**src/rtl/mul_wb.sv**
```systemverilog
// Sequential 32-cycle shift-add multiplier with signed/unsigned operands and
// a one-cycle register-file write-back of the selected product half.
module mul_wb #(
  parameter int unsigned DATA_WIDTH = 32,
  parameter int unsigned ADDR_WIDTH = 5
) (
  input  logic                  clk,
  input  logic                  rst_n,
  input  logic                  req_valid,
  output logic                  req_ready,
  input  logic                  req_signed,
  input  logic                  req_high,
  input  logic [DATA_WIDTH-1:0] req_a,
  input  logic [DATA_WIDTH-1:0] req_b,
  input  logic [ADDR_WIDTH-1:0] req_rd,
  output logic                  wen,
  output logic [ADDR_WIDTH-1:0] waddr,
  output logic [DATA_WIDTH-1:0] wdata,
  output logic                  busy
);

  localparam int unsigned AccW = 2 * DATA_WIDTH;
  localparam int unsigned CntW = $clog2(DATA_WIDTH) + 1;
  localparam logic [CntW-1:0] LastCnt = CntW'(DATA_WIDTH - 1);

  typedef enum logic [1:0] {StIdle, StCalc, StWb} state_e;

  state_e                  state_q, state_d;
  logic [CntW-1:0]         cnt_q, cnt_d;
  logic [AccW-1:0]         acc_q, acc_d;
  logic [DATA_WIDTH-1:0]   a_q, a_d, b_q, b_d;
  logic                    signed_q, signed_d;
  logic                    neg_q, neg_d;
  logic                    high_q, high_d;
  logic [ADDR_WIDTH-1:0]   rd_q, rd_d;
  logic                    wen_q, wen_d;
  logic [ADDR_WIDTH-1:0]   waddr_q, waddr_d;
  logic [DATA_WIDTH-1:0]   wdata_q, wdata_d;

  logic [DATA_WIDTH-1:0]   a_mag, b_mag;
  logic [AccW-1:0]         addend, sum, res;

  // Operands are stored as magnitudes; the sign is reapplied on the full product.
  assign a_mag  = (req_signed && req_a[DATA_WIDTH-1]) ? -req_a : req_a;
  assign b_mag  = (req_signed && req_b[DATA_WIDTH-1]) ? -req_b : req_b;
  assign addend = b_q[cnt_q[CntW-2:0]] ? ({{DATA_WIDTH{1'b0}}, a_q} << cnt_q) : '0;
  assign sum    = acc_q + addend;
  assign res    = (signed_q && neg_q) ? -sum : sum;

  always_comb begin
    state_d  = state_q;
    cnt_d    = cnt_q;
    acc_d    = acc_q;
    a_d      = a_q;
    b_d      = b_q;
    signed_d = signed_q;
    neg_d    = neg_q;
    high_d   = high_q;
    rd_d     = rd_q;
    wen_d    = 1'b0;
    waddr_d  = '0;
    wdata_d  = '0;
    case (state_q)
      StIdle: begin
        if (req_valid) begin
          a_d      = a_mag;
          b_d      = b_mag;
          signed_d = req_signed;
          neg_d    = req_signed & (req_a[DATA_WIDTH-1] ^ req_b[DATA_WIDTH-1]);
          high_d   = req_high;
          rd_d     = req_rd;
          acc_d    = '0;
          cnt_d    = '0;
          state_d  = StCalc;
        end
      end
      StCalc: begin
        acc_d = sum;
        cnt_d = cnt_q + CntW'(1);
        if (cnt_q == LastCnt) begin
          state_d = StWb;
          wen_d   = (rd_q != '0);
          waddr_d = rd_q;
          wdata_d = high_q ? res[AccW-1 -: DATA_WIDTH] : res[DATA_WIDTH-1:0];
        end
      end
      StWb: begin
        state_d = StIdle;
      end
      default: begin
        state_d = StIdle;
      end
    endcase
  end

  always_ff @(posedge clk or negedge rst_n) begin
    if (!rst_n) begin
      state_q  <= StIdle;
      cnt_q    <= '0;
      acc_q    <= '0;
      a_q      <= '0;
      b_q      <= '0;
      signed_q <= 1'b0;
      neg_q    <= 1'b0;
      high_q   <= 1'b0;
      rd_q     <= '0;
      wen_q    <= 1'b0;
      waddr_q  <= '0;
      wdata_q  <= '0;
    end else begin
      state_q  <= state_d;
      cnt_q    <= cnt_d;
      acc_q    <= acc_d;
      a_q      <= a_d;
      b_q      <= b_d;
      signed_q <= signed_d;
      neg_q    <= neg_d;
      high_q   <= high_d;
      rd_q     <= rd_d;
      wen_q    <= wen_d;
      waddr_q  <= waddr_d;
      wdata_q  <= wdata_d;
    end
  end

  assign req_ready = (state_q == StIdle);
  assign busy      = (state_q != StIdle);
  assign wen       = wen_q;
  assign waddr     = waddr_q;
  assign wdata     = wdata_q;

endmodule

```
**config.mk**
```make
export PLATFORM = sky130hd
export DESIGN_NAME = mul_wb
export DESIGN_NICKNAME = d
export VERILOG_FILES = /design/src/rtl/mul_wb.sv
export SDC_FILE = /design/constraint.sdc
export NUM_CORES = 1
export LEC_CHECK = 0
export ABC_CLOCK_PERIOD_IN_PS = 8000
export CELL_PAD_IN_SITES_DETAIL_PLACEMENT = 2
export CELL_PAD_IN_SITES_GLOBAL_PLACEMENT = 2
export CORE_UTILIZATION = 33
export DETAILED_ROUTE_END_ITERATION = 16
export HOLD_SLACK_MARGIN = 0.06
export PLACE_DENSITY_LB_ADDON = 0.1
export SLEW_MARGIN = 25
export SYNTH_ARGS = -nofsm -noshare
export SYNTH_HDL_FRONTEND = slang
export SYNTH_SLANG_ARGS = --single-unit
```
**constraint.sdc**
```tcl
create_clock -name clk -period 8 [get_ports clk]
set_clock_uncertainty 0.1 [all_clocks]
set_input_delay 1.6 -clock clk [delete_from_list [all_inputs] [get_ports clk]]
set_output_delay 1.6 -clock clk [all_outputs]
set_load 0.01 [all_outputs]
```
==> results_dict.tcl <==
set metrics [dict create \
    status "completed" \
    peakVddDrop_mv 0.230 \
    viasPerCell 5.97 \
    crit_fanout 11 \
    rsz0062_at_grt "false" \
    cts.sinks 182 \
    core_sq_mm 0.0516 \
    drtIter0Drc 1000 \
    synth_area_sq_mm 0.0173 \
    worst_ep_arrival_time_ns 7.68 \
    r2r-start "cnt_q[0]$_DFFE_PN0P_" \
    insertion_delay_ns 0.51 \
    worst_setup_path_end_kind "flip-flop" \
    power.density_mw_per_mm2 496 \
    hold_viol 0 \
    initial_utilization_pct 33.6 \
    ff2ff_path_depth 19 \
    grtUsageTotal_pct 30.0 \
    required_ns 8.25 \
    syn_to_final_growth_pct 13.8 \
    critical_path.top_delay_family "simple AND/OR/NAND/NOR gates" \
    cts_tree "built" \
    synthArstFlopShare_pct 100 \
    mostFrequentLayoutCells "nand2_1 (328), o21ai_0 (243), nor2_1 (203), dfrtp_1 (178), a21oi_1 (163)" \
    root_buffer "clkbuf_16" \
    die_h_microns 231 \
    design.die.area_sq_mm 0.0534 \
    fmax_mhz 135 \
    critPathSlowestCell "or4_1" \
    synth_warnings 0 \
    syn_nets 2404 \
    worst_path_largest_cell_delay_ns 0.71 \
    timing.final.crit_period_ns 7.43 \
    synth-edff-count 0 \
    cts_setup_buffers 0 \
    endpoint "wdata[16]$_DFF_PN0_" \
    worstSetupPathType "reg -> reg" \
    wl_per_cell_microns 26.6 \
    relSlewSlack_pct 30.3 \
    startpoint_type "flip-flop" \
    rrSetupSlack_ns 0.57 \
    n_fill_cell 5899 \
    slew_viol_final 0 \
    hp-class "reg -> reg" \
    clk_path_buf_depth 2 \
    path_cells "mux4_2 > mux4_2 > mux2i_2 > or2_2 > or3_1 > nor2_1 > ha_1 > nand2_1 > o21ai_0 > nor2_1 > o211ai_1 > xnor2_2 > nor4b_4 > nand4_2 > or4_1 > or4_4 > o31ai_1 > xor2_1 > o22ai_1" \
    grt_overflow 0 \
    nets 2432 \
    placed_area_sq_mm 0.0191 \
    startpoint "cnt_q[0]$_DFFE_PN0P_" \
    vias 17800 \
    ant_nets 0 \
    multiInputGateArea_sq_mm 0.0120 \
    avgSynthCellArea_sq_um 7.66 \
    p_leak_nw 7.68 \
    p_total_mw 9.79 \
    dp.final_hpwl_microns 64100 \
    drt-total-wl_microns 79300 \
    io_pins 114 \
    routabilityCongestion 0.938 \
    grt_start_max_net_pins 128 \
    firstDrtPassIters 5 \
    period_share_pct 92.9 \
    regArea_sq_mm 0.00456 \
    antenna_found_initial 0 \
    synth_ff_type "dfrtp_1" \
    h-tree-depth 4 \
    crit_cells 19 \
    drc 0 \
    rows 83 \
    tightest_slew_ns 1.04 \
    clkTransAtPathRegs_ns 0.08 \
    die_w_microns 231 \
    cts_buffers 17 \
    yosysSeqAreaShare_pct 26.3 \
    layout_commonest_cell "nand2_1" \
    fin_area_sq_mm 0.0197 \
    synth_cell_types 105 \
    maxCapViolations 0 \
    finalSetupViolCount 0 \
    r2r_end "wdata[16]$_DFF_PN0_" \
    grt_pass1_vias 18700 \
    crit_buf_inv 0 \
    drive_gt1_share_pct 9.38 \
    grt_pass1_wl_microns 120000 \
    diodes 0 \
    synthCells 2262 \
    io_buffers 113 \
    synth-seq-cells 182 \
]
## state kept, by name (all words and copies together) (netlist names), 2 cells and up
register  flops
b_q          32
cnt_q         6
acc_q        64
state_q       2
rd_q          5
waddr         5
a_q          32
wdata        32
## through the flow
stage	setup TNS, ns	instances	util [%]	hold slack, ns	worst slack, ns
3_3_place_gp	0	2951	37.0	0.361	0.119
4_1_cts	0	2983	38.1	0.390	0.114
6_report	0	2983	38.2	0.390	0.569
5_1_grt	0	2983	38.2	0.414	0.0886
3_5_place_dp	-0.689	2951	37.0	0.378	-0.155
2_1_floorplan	0	2262	-	0.341	0.555
## Yosys cell counts, types with 7 or more instances
cell type | n | area [sq um]
nand3_1 | 99 | 495
a21o_1 | 17 | 128
o21a_1 | 17 | 128
mux4_2 | 30 | 676
nand2_1 | 329 | 1230
nand4_1 | 43 | 269
ha_1 | 67 | 838
a211o_1 | 7 | 61.3
buf_2 | 14 | 70.1
o22a_1 | 15 | 131
xnor2_1 | 77 | 674
xor2_1 | 67 | 587
o211ai_1 | 14 | 105
nor2b_1 | 19 | 119
o22ai_1 | 22 | 138
a21oi_1 | 163 | 816
a31oi_1 | 26 | 163
a211oi_1 | 31 | 233
nand2b_1 | 13 | 81.3
mux2i_1 | 31 | 310
nor4_1 | 15 | 93.8
and2_1 | 22 | 138
and3_1 | 11 | 68.8
nor2_1 | 203 | 762
buf_1 | 9 | 33.8
o31ai_1 | 24 | 180
mux2_2 | 17 | 191
inv_1 | 35 | 131
o21ai_2 | 7 | 61.3
or3_1 | 17 | 106
or4_1 | 11 | 82.6
nor3_1 | 50 | 250
dfrtp_1 | 182 | 4550
o21ai_1 | 17 | 85.1
clkbuf_1 | 124 | 465
o21ai_0 | 243 | 1220
a21oi_2 | 12 | 105
or2_2 | 13 | 81.3
## kinds of logic after synthesis
logic type,synth area share [%]
XOR/XNOR,7.46
AND/OR/NAND/NOR,24.1
multiplexers,6.79
flip-flops,26.3
buffers and inverters,4.56
adder cells (fa/ha/maj),4.95
AO/OA/AOI/OAI,25.8
## worst register-to-register path: stages (launching register included)
cell and delay (ns):
dfrtp_2 0.56, mux4_2 0.54, mux4_2 0.54, mux2i_2 0.18, or2_2 0.25, or3_1 0.31
nor2_1 0.12, ha_1 0.59, nand2_1 0.18, o21ai_0 0.32, nor2_1 0.17, o211ai_1 0.67
xnor2_2 0.21, nor4b_4 0.36, nand4_2 0.23, or4_1 0.71, or4_4 0.67, o31ai_1 0.31
xor2_1 0.18, o22ai_1 0.09
## timing repair
item                       in CTS  in global routing
hold buffers                    0                  0
gates resized for setup         1                  6
setup endpoints to repair       7                 11
pin swaps                       0                  1
## where the power goes
| part | internal [mW] | total [mW] | switching, mW | leakage (nW) |
|---|---|---|---|---|
| clock | 0.422 | 0.905 | 0.484 | 0.290 |
| sequential | 1.20 | 1.50 | 0.297 | 2.33 |
| combinational | 2.33 | 7.39 | 5.06 | 5.06 |
| total | 3.95 | 9.79 | 5.84 | 7.68 |
## how the worst min path moves through the flow
stage / startpoint / slack (ns) / to / depth (start not counted)
after floorplan: b_q[31]$_DFFE_PN0P_ / 0.34 / b_q[31]$_DFFE_PN0P_ / 2
after global placement: b_q[29]$_DFFE_PN0P_ / 0.36 / b_q[29]$_DFFE_PN0P_ / 2
after detailed placement: b_q[12]$_DFFE_PN0P_ / 0.38 / b_q[12]$_DFFE_PN0P_ / 2
after CTS: b_q[24]$_DFFE_PN0P_ / 0.39 / b_q[24]$_DFFE_PN0P_ / 2
after global routing: b_q[4]$_DFFE_PN0P_ / 0.41 / b_q[4]$_DFFE_PN0P_ / 2
final: b_q[12]$_DFFE_PN0P_ / 0.39 / b_q[12]$_DFFE_PN0P_ / 2
## layout make-up
type	count	share of cell area (%)
multi-input cells	1887	61.1
flip-flops and latches	182	23.1
well taps	680	4.31
clock buffers	17	2.16
clock inverters	15	0.907
repair buffers	164	7.73
inverters	38	0.723
## per-layer routing
metal  vias to the layer above  routed length [microns]  track usage (%)
met1                      9051                    36300             39.2
li1                       8304                        -                -
met2                       351                    37500             50.1
met4                         0                     3000             12.5
met3                        93                     2500             3.14
met5                         -                        0                0
No activity file was read; power rests on OpenSTA's default activity.
